## src/rtl/pauli_gate_pipe.sv

```systemverilog
// Two-stage ready/valid pipeline applying a single-qubit Pauli gate (I/X/Y/Z)
// to a complex amplitude pair, with saturating negation and a sticky saturation flag.
module pauli_gate_pipe #(
    parameter int WIDTH     = 16,
    parameter int CNT_WIDTH = 16
) (
    input  logic                 clk,
    input  logic                 rst,
    input  logic                 in_valid,
    output logic                 in_ready,
    input  logic [1:0]           gate_sel,
    input  logic [WIDTH-1:0]     a0_re,
    input  logic [WIDTH-1:0]     a0_im,
    input  logic [WIDTH-1:0]     a1_re,
    input  logic [WIDTH-1:0]     a1_im,
    output logic [WIDTH-1:0]     b0_re,
    output logic [WIDTH-1:0]     b0_im,
    output logic [WIDTH-1:0]     b1_re,
    output logic [WIDTH-1:0]     b1_im,
    output logic                 out_valid,
    input  logic                 out_ready,
    output logic                 sat_flag,
    input  logic                 sat_clr,
    output logic [CNT_WIDTH-1:0] op_count
);

    typedef enum logic [1:0] {
        GATE_I = 2'b00,
        GATE_X = 2'b01,
        GATE_Y = 2'b10,
        GATE_Z = 2'b11
    } gate_e;

    localparam logic [WIDTH-1:0] MIN_VAL = {1'b1, {(WIDTH-1){1'b0}}};
    localparam logic [WIDTH-1:0] MAX_VAL = {1'b0, {(WIDTH-1){1'b1}}};

    function automatic logic [WIDTH-1:0] sneg(input logic [WIDTH-1:0] x);
        return (x == MIN_VAL) ? MAX_VAL : (~x + 1'b1);
    endfunction

    logic                 s1_valid_q;
    gate_e                s1_gate_q;
    logic [WIDTH-1:0]     s1_a0re_q, s1_a0im_q, s1_a1re_q, s1_a1im_q;
    logic                 s2_valid_q;
    logic [WIDTH-1:0]     b0re_q, b0im_q, b1re_q, b1im_q;
    logic [WIDTH-1:0]     b0re_d, b0im_d, b1re_d, b1im_d;
    logic                 sat_d;
    logic                 sat_q, sat_flag_d;
    logic [CNT_WIDTH-1:0] cnt_q;
    logic                 s1_adv, s2_adv, out_hs;

    // Stage 2 frees up when empty or draining; stage 1 when empty or stage 2 frees up.
    always_comb begin
        s2_adv     = !s2_valid_q || out_ready;
        s1_adv     = !s1_valid_q || s2_adv;
        in_ready   = s1_adv && !rst;
        out_hs     = s2_valid_q && out_ready;
        sat_flag_d = (s2_adv && s1_valid_q && sat_d) || (sat_q && !sat_clr);
    end

    always_comb begin
        b0re_d = s1_a0re_q;
        b0im_d = s1_a0im_q;
        b1re_d = s1_a1re_q;
        b1im_d = s1_a1im_q;
        sat_d  = 1'b0;
        case (s1_gate_q)
            GATE_I: ;
            GATE_X: begin
                b0re_d = s1_a1re_q;
                b0im_d = s1_a1im_q;
                b1re_d = s1_a0re_q;
                b1im_d = s1_a0im_q;
            end
            GATE_Y: begin
                b0re_d = s1_a1im_q;
                b0im_d = sneg(s1_a1re_q);
                b1re_d = sneg(s1_a0im_q);
                b1im_d = s1_a0re_q;
                sat_d  = (s1_a1re_q == MIN_VAL) || (s1_a0im_q == MIN_VAL);
            end
            GATE_Z: begin
                b1re_d = sneg(s1_a1re_q);
                b1im_d = sneg(s1_a1im_q);
                sat_d  = (s1_a1re_q == MIN_VAL) || (s1_a1im_q == MIN_VAL);
            end
            default: ;
        endcase
    end

    always_ff @(posedge clk or posedge rst) begin
        if (rst) begin
            s1_valid_q <= 1'b0;
            s1_gate_q  <= GATE_I;
            s1_a0re_q  <= '0;
            s1_a0im_q  <= '0;
            s1_a1re_q  <= '0;
            s1_a1im_q  <= '0;
        end else if (s1_adv) begin
            s1_valid_q <= in_valid;
            if (in_valid) begin
                s1_gate_q <= gate_e'(gate_sel);
                s1_a0re_q <= a0_re;
                s1_a0im_q <= a0_im;
                s1_a1re_q <= a1_re;
                s1_a1im_q <= a1_im;
            end
        end
    end

    always_ff @(posedge clk or posedge rst) begin
        if (rst) begin
            s2_valid_q <= 1'b0;
            b0re_q     <= '0;
            b0im_q     <= '0;
            b1re_q     <= '0;
            b1im_q     <= '0;
        end else if (s2_adv) begin
            s2_valid_q <= s1_valid_q;
            if (s1_valid_q) begin
                b0re_q <= b0re_d;
                b0im_q <= b0im_d;
                b1re_q <= b1re_d;
                b1im_q <= b1im_d;
            end
        end
    end

    always_ff @(posedge clk or posedge rst) begin
        if (rst) begin
            sat_q <= 1'b0;
            cnt_q <= '0;
        end else begin
            sat_q <= sat_flag_d;
            if (out_hs) cnt_q <= cnt_q + 1'b1;
        end
    end

    assign b0_re     = b0re_q;
    assign b0_im     = b0im_q;
    assign b1_re     = b1re_q;
    assign b1_im     = b1im_q;
    assign out_valid = s2_valid_q;
    assign sat_flag  = sat_q;
    assign op_count  = cnt_q;

endmodule

```

## config.mk

```make
export PLATFORM = sky130hd
export DESIGN_NAME = pauli_gate_pipe
export DESIGN_NICKNAME = d
export VERILOG_FILES = /design/src/rtl/pauli_gate_pipe.sv
export SDC_FILE = /design/constraint.sdc
export NUM_CORES = 1
export LEC_CHECK = 0
export CORE_MARGIN = 2
export CORE_UTILIZATION = 45
export DETAILED_ROUTE_END_ITERATION = 6
export GPL_TIMING_DRIVEN = 0
export HOLD_SLACK_MARGIN = 0.12
export PLACE_DENSITY = 0.73
export SYNTH_ARGS = -nofsm -noshare
export SYNTH_HDL_FRONTEND = slang
export SYNTH_SLANG_ARGS = --single-unit
```

## constraint.sdc

```tcl
create_clock -name clk -period 5.5 [get_ports clk]
set_input_delay 1.1 -clock clk [delete_from_list [all_inputs] [get_ports clk]]
set_output_delay 1.1 -clock clk [all_outputs]
set_load 0.05 [all_outputs]
```

# --- Word-level counts from Yosys, hierarchy flattened ---
# Index checks and enable logic that the tools add are counted.
op_classes:
  add_sub_neg: 4
  eq_ne: 6
  mux: 8
  n_bitwise: 3
  n_reduce_logical: 16
op_table:
  columns: ["op", "count"]
  rows:
  - ["one-hot mux 16 bit (3 select lines)", 2]
  - ["adder 16 x 1 -> 16 bit, second input constant", 4]
  - ["one-hot mux 16 bit (2 select lines)", 2]
  - ["equality test 16 bit, second input constant", 3]
  - ["2-to-1 mux 16 bit", 3]
  - ["NOT 16 bit", 3]
  - ["logical AND 1 bit", 5]
  - ["logical OR 1 bit", 5]
  - ["equality test 2 bit, second input constant", 2]
  - ["zero test 1 bit", 4]
  - ["AND reduction 2 bit", 2]
  - ["equality test 2 x 1 -> 1 bit, second input constant", 1]
  - ["one-hot mux 1 bit (2 select lines)", 1]
word_totals:
  register_bits: 149
  input_bits: 71
  out_inout_bits: 83
  elab_cells: 50

# --- Depth between registers and ports, before layout ---
# Gate-level depths: netlist of run 1.
depth:
  ltp_word: 5
  depth_mapped: 9
  ltp_nobuf: 7

# --- Worst setup path after synthesis of run 1 ---
# Ideal clock, no wire load.
synth_timing:
  kind: "input port to output port"
  start: "input out_ready"
  end: "output in_ready"
  arrival_time_ns: 1.927
  slack_ns: 2.473
  stages: 2
  n_path_buf: 0
  path_cell_list: "nor2b_1 -> a21oi_1"
synth_via:
  elab_chain_cells: 3
synth_lines:
  columns: ["element", "line_no", "source"]
  rows:
  - ["from (decl)", "21", "input logic out_ready,"]
  - ["logical OR 1 bit", "54", "s2_adv = !s2_valid_q || out_ready;"]
  - ["logical OR 1 bit", "55", "s1_adv = !s1_valid_q || s2_adv;"]
  - ["logical AND 1 bit", "56", "in_ready = s1_adv && !rst;"]
  - ["to (decl)", "10", "output logic in_ready,"]
# Every way passes these cells.

# --- Worst setup path after layout of run 1 ---
# Ends and elaborated chain as after synthesis.

==> impl_metrics.ini, run 1 <==
[setup_path]
cp_common_cell = clkdlybuf4s50_1
crit_type = in -> out
cp-end-kind = primary output
arrival_ps = 2750
cp_max_fo = 4
crit_path_start_kind = input pin
critical_path.slowest_cell = clkdlybuf4s50_1
crit_chain = clkdlybuf4s50_1 > nor2b_1 > a21oi_1 > clkdlybuf4s50_1
slowest_delay_ps = 860
critical-path-top-delay-family = buffers and inverters
required_ps = 4400
critPathBufInv = 2

[clock_tree]
htreeDepth = 4
clock_path_buffers = 2
postCtsSetupBuffers = 0
worstSkewPairLatency_ps = 440
cts_root_buf = clkbuf_16
path_clk_slew_ps = 60
cts_tree = built
cts_resized = 0
cts_hold_buf = 0
cts_inserted_buffers = 17
cts_sinks = 149

[floorplanning]
die_h_microns = 137
io_pins = 154
start_util = 0.461
fp.coreArea_sq_um = 17400
die_width_microns = 137
row_count = 48
die_area_sq_um = 18900

[drt]
vias = 7618
ant_nets = 0
drtIter0Drc = 994
drc = 0
viasPerCell = 6.21
wl_per_cell_microns = 23.7
drt-total-wl_microns = 29100
first_pass_iters = 7

[yosys]
synthFlopType = dfrtp_1
yosys-top-cells-count = dfrtp_1 (149), o21ai_0 (85), nand2_1 (69)
seq_area_frac_synth = 0.466
syn_area_sq_um = 8000
synth_area_leader_cell = dfrtp_1
synth_top_area_share = 0.466
syn_inst = 815
yosys_warnings = 0
ys_seq_elements = 149
synth.most_common_cell = dfrtp_1
synth_edf_count = 0
syn_area_per_cell_sq_um = 9.82
ys_types = 59
synthTopCellsByArea = dfrtp_1 (47%), mux2_2 (9.6%), o21ai_0 (5.3%), nand2_1 (3.2%), a21oi_1 (2.6%)
synth.net_count = 894
async_flop_share = 1.00

[finish]
final_area_sq_um = 10400
syn2layout_area_growth_pct = 30.6
fillers = 1515
finalNetCount = 1067
stdcell_count = 1226
drive_gt1_frac = 0.121
diodes = 0

[global_routing]
first_global_vias = 7393
antenna_found_initial = 0
grt_max_degree = 84
grt_use_total = 0.318
grt_overflow = 0
grt_pass1_wl_microns = 44200

[power]
p_leak_nw = 4.06
worst_ir_drop_vdd_mv = 0.317
p_per_area_nw_per_um2 = 463

[timing]
rsz0062_at_grt = no
skew_ps = 10.3
slew-limit-headroom = 0.339
period_needed_ps = 3850
max_freq_mhz = 260
setup_viol = 0
slew_viol_final = 0
worst_pin_slew_ps = 989
timing.final.hold_violations = 0
fin_crit_sh = 0.699

[place]
placed_area_sq_um = 9850
gp_congestion = 1.02
io_buffer_count = 153
placed_cells = 1194
dp_hpwl_microns = 21400

[outcome]
outcome = finished clean

[min_path]
hold_path.class = reg -> reg

[job]
drv_cap = 0
metrics by stage:
step	total power, mW	setup WS, ps	utilization	setup TNS (ps)	hold slack (ps)
3_3_place_gp	3.60	-1700	0.565	-250880	463
4_1_cts	4.81	1620	0.602	0	482
3_5_place_dp	3.61	1510	0.567	0	468
5_1_grt	5.02	1580	0.602	0	502
6_report	4.84	1650	0.602	0	477
2_1_floorplan	2.83	392	-	0	493
state kept, by name (all words and copies together), names as in the netlist, 2 cells and up:
register,count
b0_im,16
b0_re,16
b1_im,16
b1_re,16
op_count,16
s1_a0im_q,16
s1_a0re_q,16
s1_a1im_q,16
s1_a1re_q,16
s1_gate_q,2
per-layer routing:
metal  share of wire  routed length, microns  track usage
met2            0.42                   12100        0.458
met4           0.054                    1570        0.174
met3            0.11                    3280       0.0773
met5               0                       0            0
met1            0.42                   12100        0.439
worst paths after layout:
path	start	to	slack, ps	cells past startpoint
max	out_ready	in_ready	1650	4
min	op_count[15]	op_count[15]	480	1
max reg2reg	s1_gate_q[0]	b1_re[1]	2280	8
min reg2reg	op_count[15]	op_count[15]	480	1
max in group asynchronous	rst	b1_re[1]	3480	3
min in group asynchronous	rst	op_count[12]	1210	2
cells by family after synthesis:
group	share of synthesized area
xor gates and xnor gates	0.0350
AOI/OAI and AO/OA	0.183
and+or+nand+nor	0.157
muxes	0.104
adders and majority gates	0.0125
buffers and inverters	0.0414
DFF	0.466
cells in the final DEF, fill, tap and decap left out, types with 8 or more instances in the layout:
| master | instances |
|---|---|
| o22ai_1 | 9 |
| buf_2 | 9 |
| xor2_1 | 13 |
| o21ai_0 | 85 |
| nor3_1 | 33 |
| nor2_1 | 33 |
| or3_1 | 25 |
| ha_1 | 8 |
| buf_1 | 9 |
| clkdlybuf4s50_1 | 153 |
| nand3_1 | 22 |
| a22oi_1 | 19 |
| nand2_1 | 69 |
| inv_1 | 15 |
| clkbuf_16 | 17 |
| nor3b_1 | 8 |
| a31oi_1 | 17 |
| xnor2_1 | 19 |
| dfrtp_1 | 149 |
| clkbuf_1 | 48 |
| a221oi_1 | 16 |
| a21oi_1 | 41 |
| a222oi_1 | 11 |
| mux2_2 | 68 |
layout make-up:
type / instances / area (sq um) / area share
plain buffers: 67 / 272 / 0.0260
clock buffers: 20 / 457 / 0.0437
clock inverters: 12 / 144 / 0.0138
inverters: 16 / 65.1 / 0.00623
multi-input cells: 583 / 3940 / 0.377
flip-flops and latches: 149 / 3730 / 0.357
well taps: 225 / 282 / 0.0269
repair buffers: 154 / 1560 / 0.149
power by group:
| group | total [mW] | internal (mW) | switching (mW) |
|---|---|---|---|
| sequential | 1.64 | 1.35 | 0.288 |
| combinational | 2.00 | 0.681 | 1.32 |
| clock | 1.20 | 0.700 | 0.499 |
Note: power is estimated with default switching activity, not from simulation.
==> inputs of run 2 (changes only) <==
--- a/config.mk
+++ b/config.mk
@@ -10,7 +10,7 @@
 export DETAILED_ROUTE_END_ITERATION = 6
 export GPL_TIMING_DRIVEN = 0
 export HOLD_SLACK_MARGIN = 0.12
-export PLACE_DENSITY = 0.73
+export PLACE_DENSITY = 0.76
 export SYNTH_ARGS = -nofsm -noshare
 export SYNTH_HDL_FRONTEND = slang
 export SYNTH_SLANG_ARGS = --single-unit
==> constraint.sdc (replaced) <==
create_clock -name clk -period 3.4 [get_ports clk]
set_input_delay 0.68 -clock clk [delete_from_list [all_inputs] [get_ports clk]]
set_output_delay 0.68 -clock clk [all_outputs]
set_load 0.05 [all_outputs]
==> impl_metrics.ini, run 2 (synthesized netlist as in run 1, its figures left out) <==
[drt]
drc = 37
drt-total-wl_microns = 29500
first_pass_iters = 7
drtIter0Drc = 985
vias = 7753
wl_per_cell_microns = 24.1
ant_nets = 0
viasPerCell = 6.31

[place]
dp_hpwl_microns = 22000
io_buffer_count = 153
placed_area_sq_um = 9880
gp_congestion = 1.01
place_ws_ps = -239
placed_cells = 1196

[timing]
slew_viol_final = 0
rsz0062_at_grt = no
slew-limit-headroom = 0.294
fin_crit_sh = 0.941
timing.final.hold_violations = 0
worst_pin_slew_ps = 1060
skew_ps = 13.1
final.setup.worst_slack_ps = 199
whs_ps = 478
setup_viol = 0
period_needed_ps = 3200
max_freq_mhz = 312

[finish]
drive_gt1_frac = 0.125
final_area_sq_um = 10500
most-common-layout-cells = clkdlybuf4s50_1 (153), dfrtp_1 (149), o21ai_0 (85)
finalNetCount = 1069
syn2layout_area_growth_pct = 30.9
fillers = 1509
postLayoutCoreUtil = 0.603
diodes = 0
stdcell_count = 1228
final_common_cell = clkdlybuf4s50_1

[setup_path]
cp_common_cell = nand2_1
arrival_ps = 3550
crit_chain = inv_1 > ha_1 > nor3b_1 > nand2_1 > nor2_2 > nand2_1 > a31oi_1
cp_max_fo = 10
required_ps = 3750
cp-end-kind = flip-flop
critical-path-top-delay-family = simple AND/OR/NAND/NOR gates
critical_path.slowest_cell = nor3b_1
slowest_delay_ps = 880
crit_path_start_kind = flip-flop
crit_type = reg -> reg
critPathBufInv = 1

[floorplanning]
io_pins = 154
die_width_microns = 137
die_area_sq_um = 18900
start_util = 0.461
row_count = 48
die_h_microns = 137
fp.coreArea_sq_um = 17400

[power]
worst_ir_drop_vdd_mv = 0.477
p_leak_nw = 4.07
p_per_area_nw_per_um2 = 744

[global_routing]
grt_overflow = 0
grt_max_degree = 44
grt_pass1_wl_microns = 44800
grt_use_total = 0.323
first_global_vias = 7558
antenna_found_initial = 0

[outcome]
violations = DRC
outcome = finished, violations left

[clock_tree]
clock_path_buffers = 2
cts_hold_buf = 0
path_clk_slew_ps = 70
cts_inserted_buffers = 17
worstSkewPairLatency_ps = 440
cts_tree = built
cts_sinks = 149
cts_resized = 0
postCtsSetupBuffers = 0
cts_root_buf = clkbuf_16
htreeDepth = 4

[job]
drv_cap = 0

[min_path]
hold_path.class = reg -> reg
## run 2: cell types whose count changed in the layout (fill, tap and decap cells not counted), sizes merged
cell	delta
inv	+3
bufinv	-1
clkbuf	-1
clkinvlp	-1
buf	+2
## run 2: worst reg2reg max path, stage by stage, from the launching register on
cell     delay [ps]
dfrtp_1         510
inv_1           140
ha_1            250
nor3b_1         880
nand2_1         300
nor2_2          550
nand2_1         260
a31oi_1         230
## run 2: cell type report
| cell class | instances | area [sq um] | area share |
|---|---|---|---|
| Clock inverter | 13 | 135 | 0.0129 |
| Tap cell | 225 | 282 | 0.0269 |
| Buffer | 67 | 272 | 0.0259 |
| Inverter | 16 | 63.8 | 0.00609 |
| Sequential cell | 149 | 3730 | 0.356 |
| Timing Repair Buffer | 156 | 1590 | 0.152 |
| Multi-Input combinational cell | 583 | 3950 | 0.377 |
| Clock buffer | 19 | 453 | 0.0433 |
## run 2: path summary, 6_finish.rpt
check                              from             to  slack, ps  cells past startpoint
min                        op_count[15]   op_count[15]        480                      1
min reg2reg                op_count[15]   op_count[15]        480                      1
min in group asynchronous           rst   op_count[14]        760                      2
max reg2reg                s1_a1re_q[0]      b1_re[11]        200                      7
max in group asynchronous           rst  s1_a0im_q[14]       1730                      4
max                        s1_a1re_q[0]      b1_re[11]        200                      7
## run 2: stage by stage
stage	setup TNS, ps	power [mW]
3_3_place_gp	-65370	5.82
5_1_grt	0	8.10
2_1_floorplan	0	4.58
6_report	0	7.79
4_1_cts	0	7.76
3_5_place_dp	-1530	5.86
## run 2: metal layers
layer / global-route usage / part of all wire
met1: 0.447 / 0.41
met2: 0.474 / 0.43
met3: 0.0773 / 0.11
met4: 0.158 / 0.045
met5: 0 / 0
## run 2: report_power, final
part	switching (mW)	internal (mW)	total (mW)
logic	2.14	1.11	3.25
registers	0.470	2.18	2.65
clock network	0.819	1.07	1.89
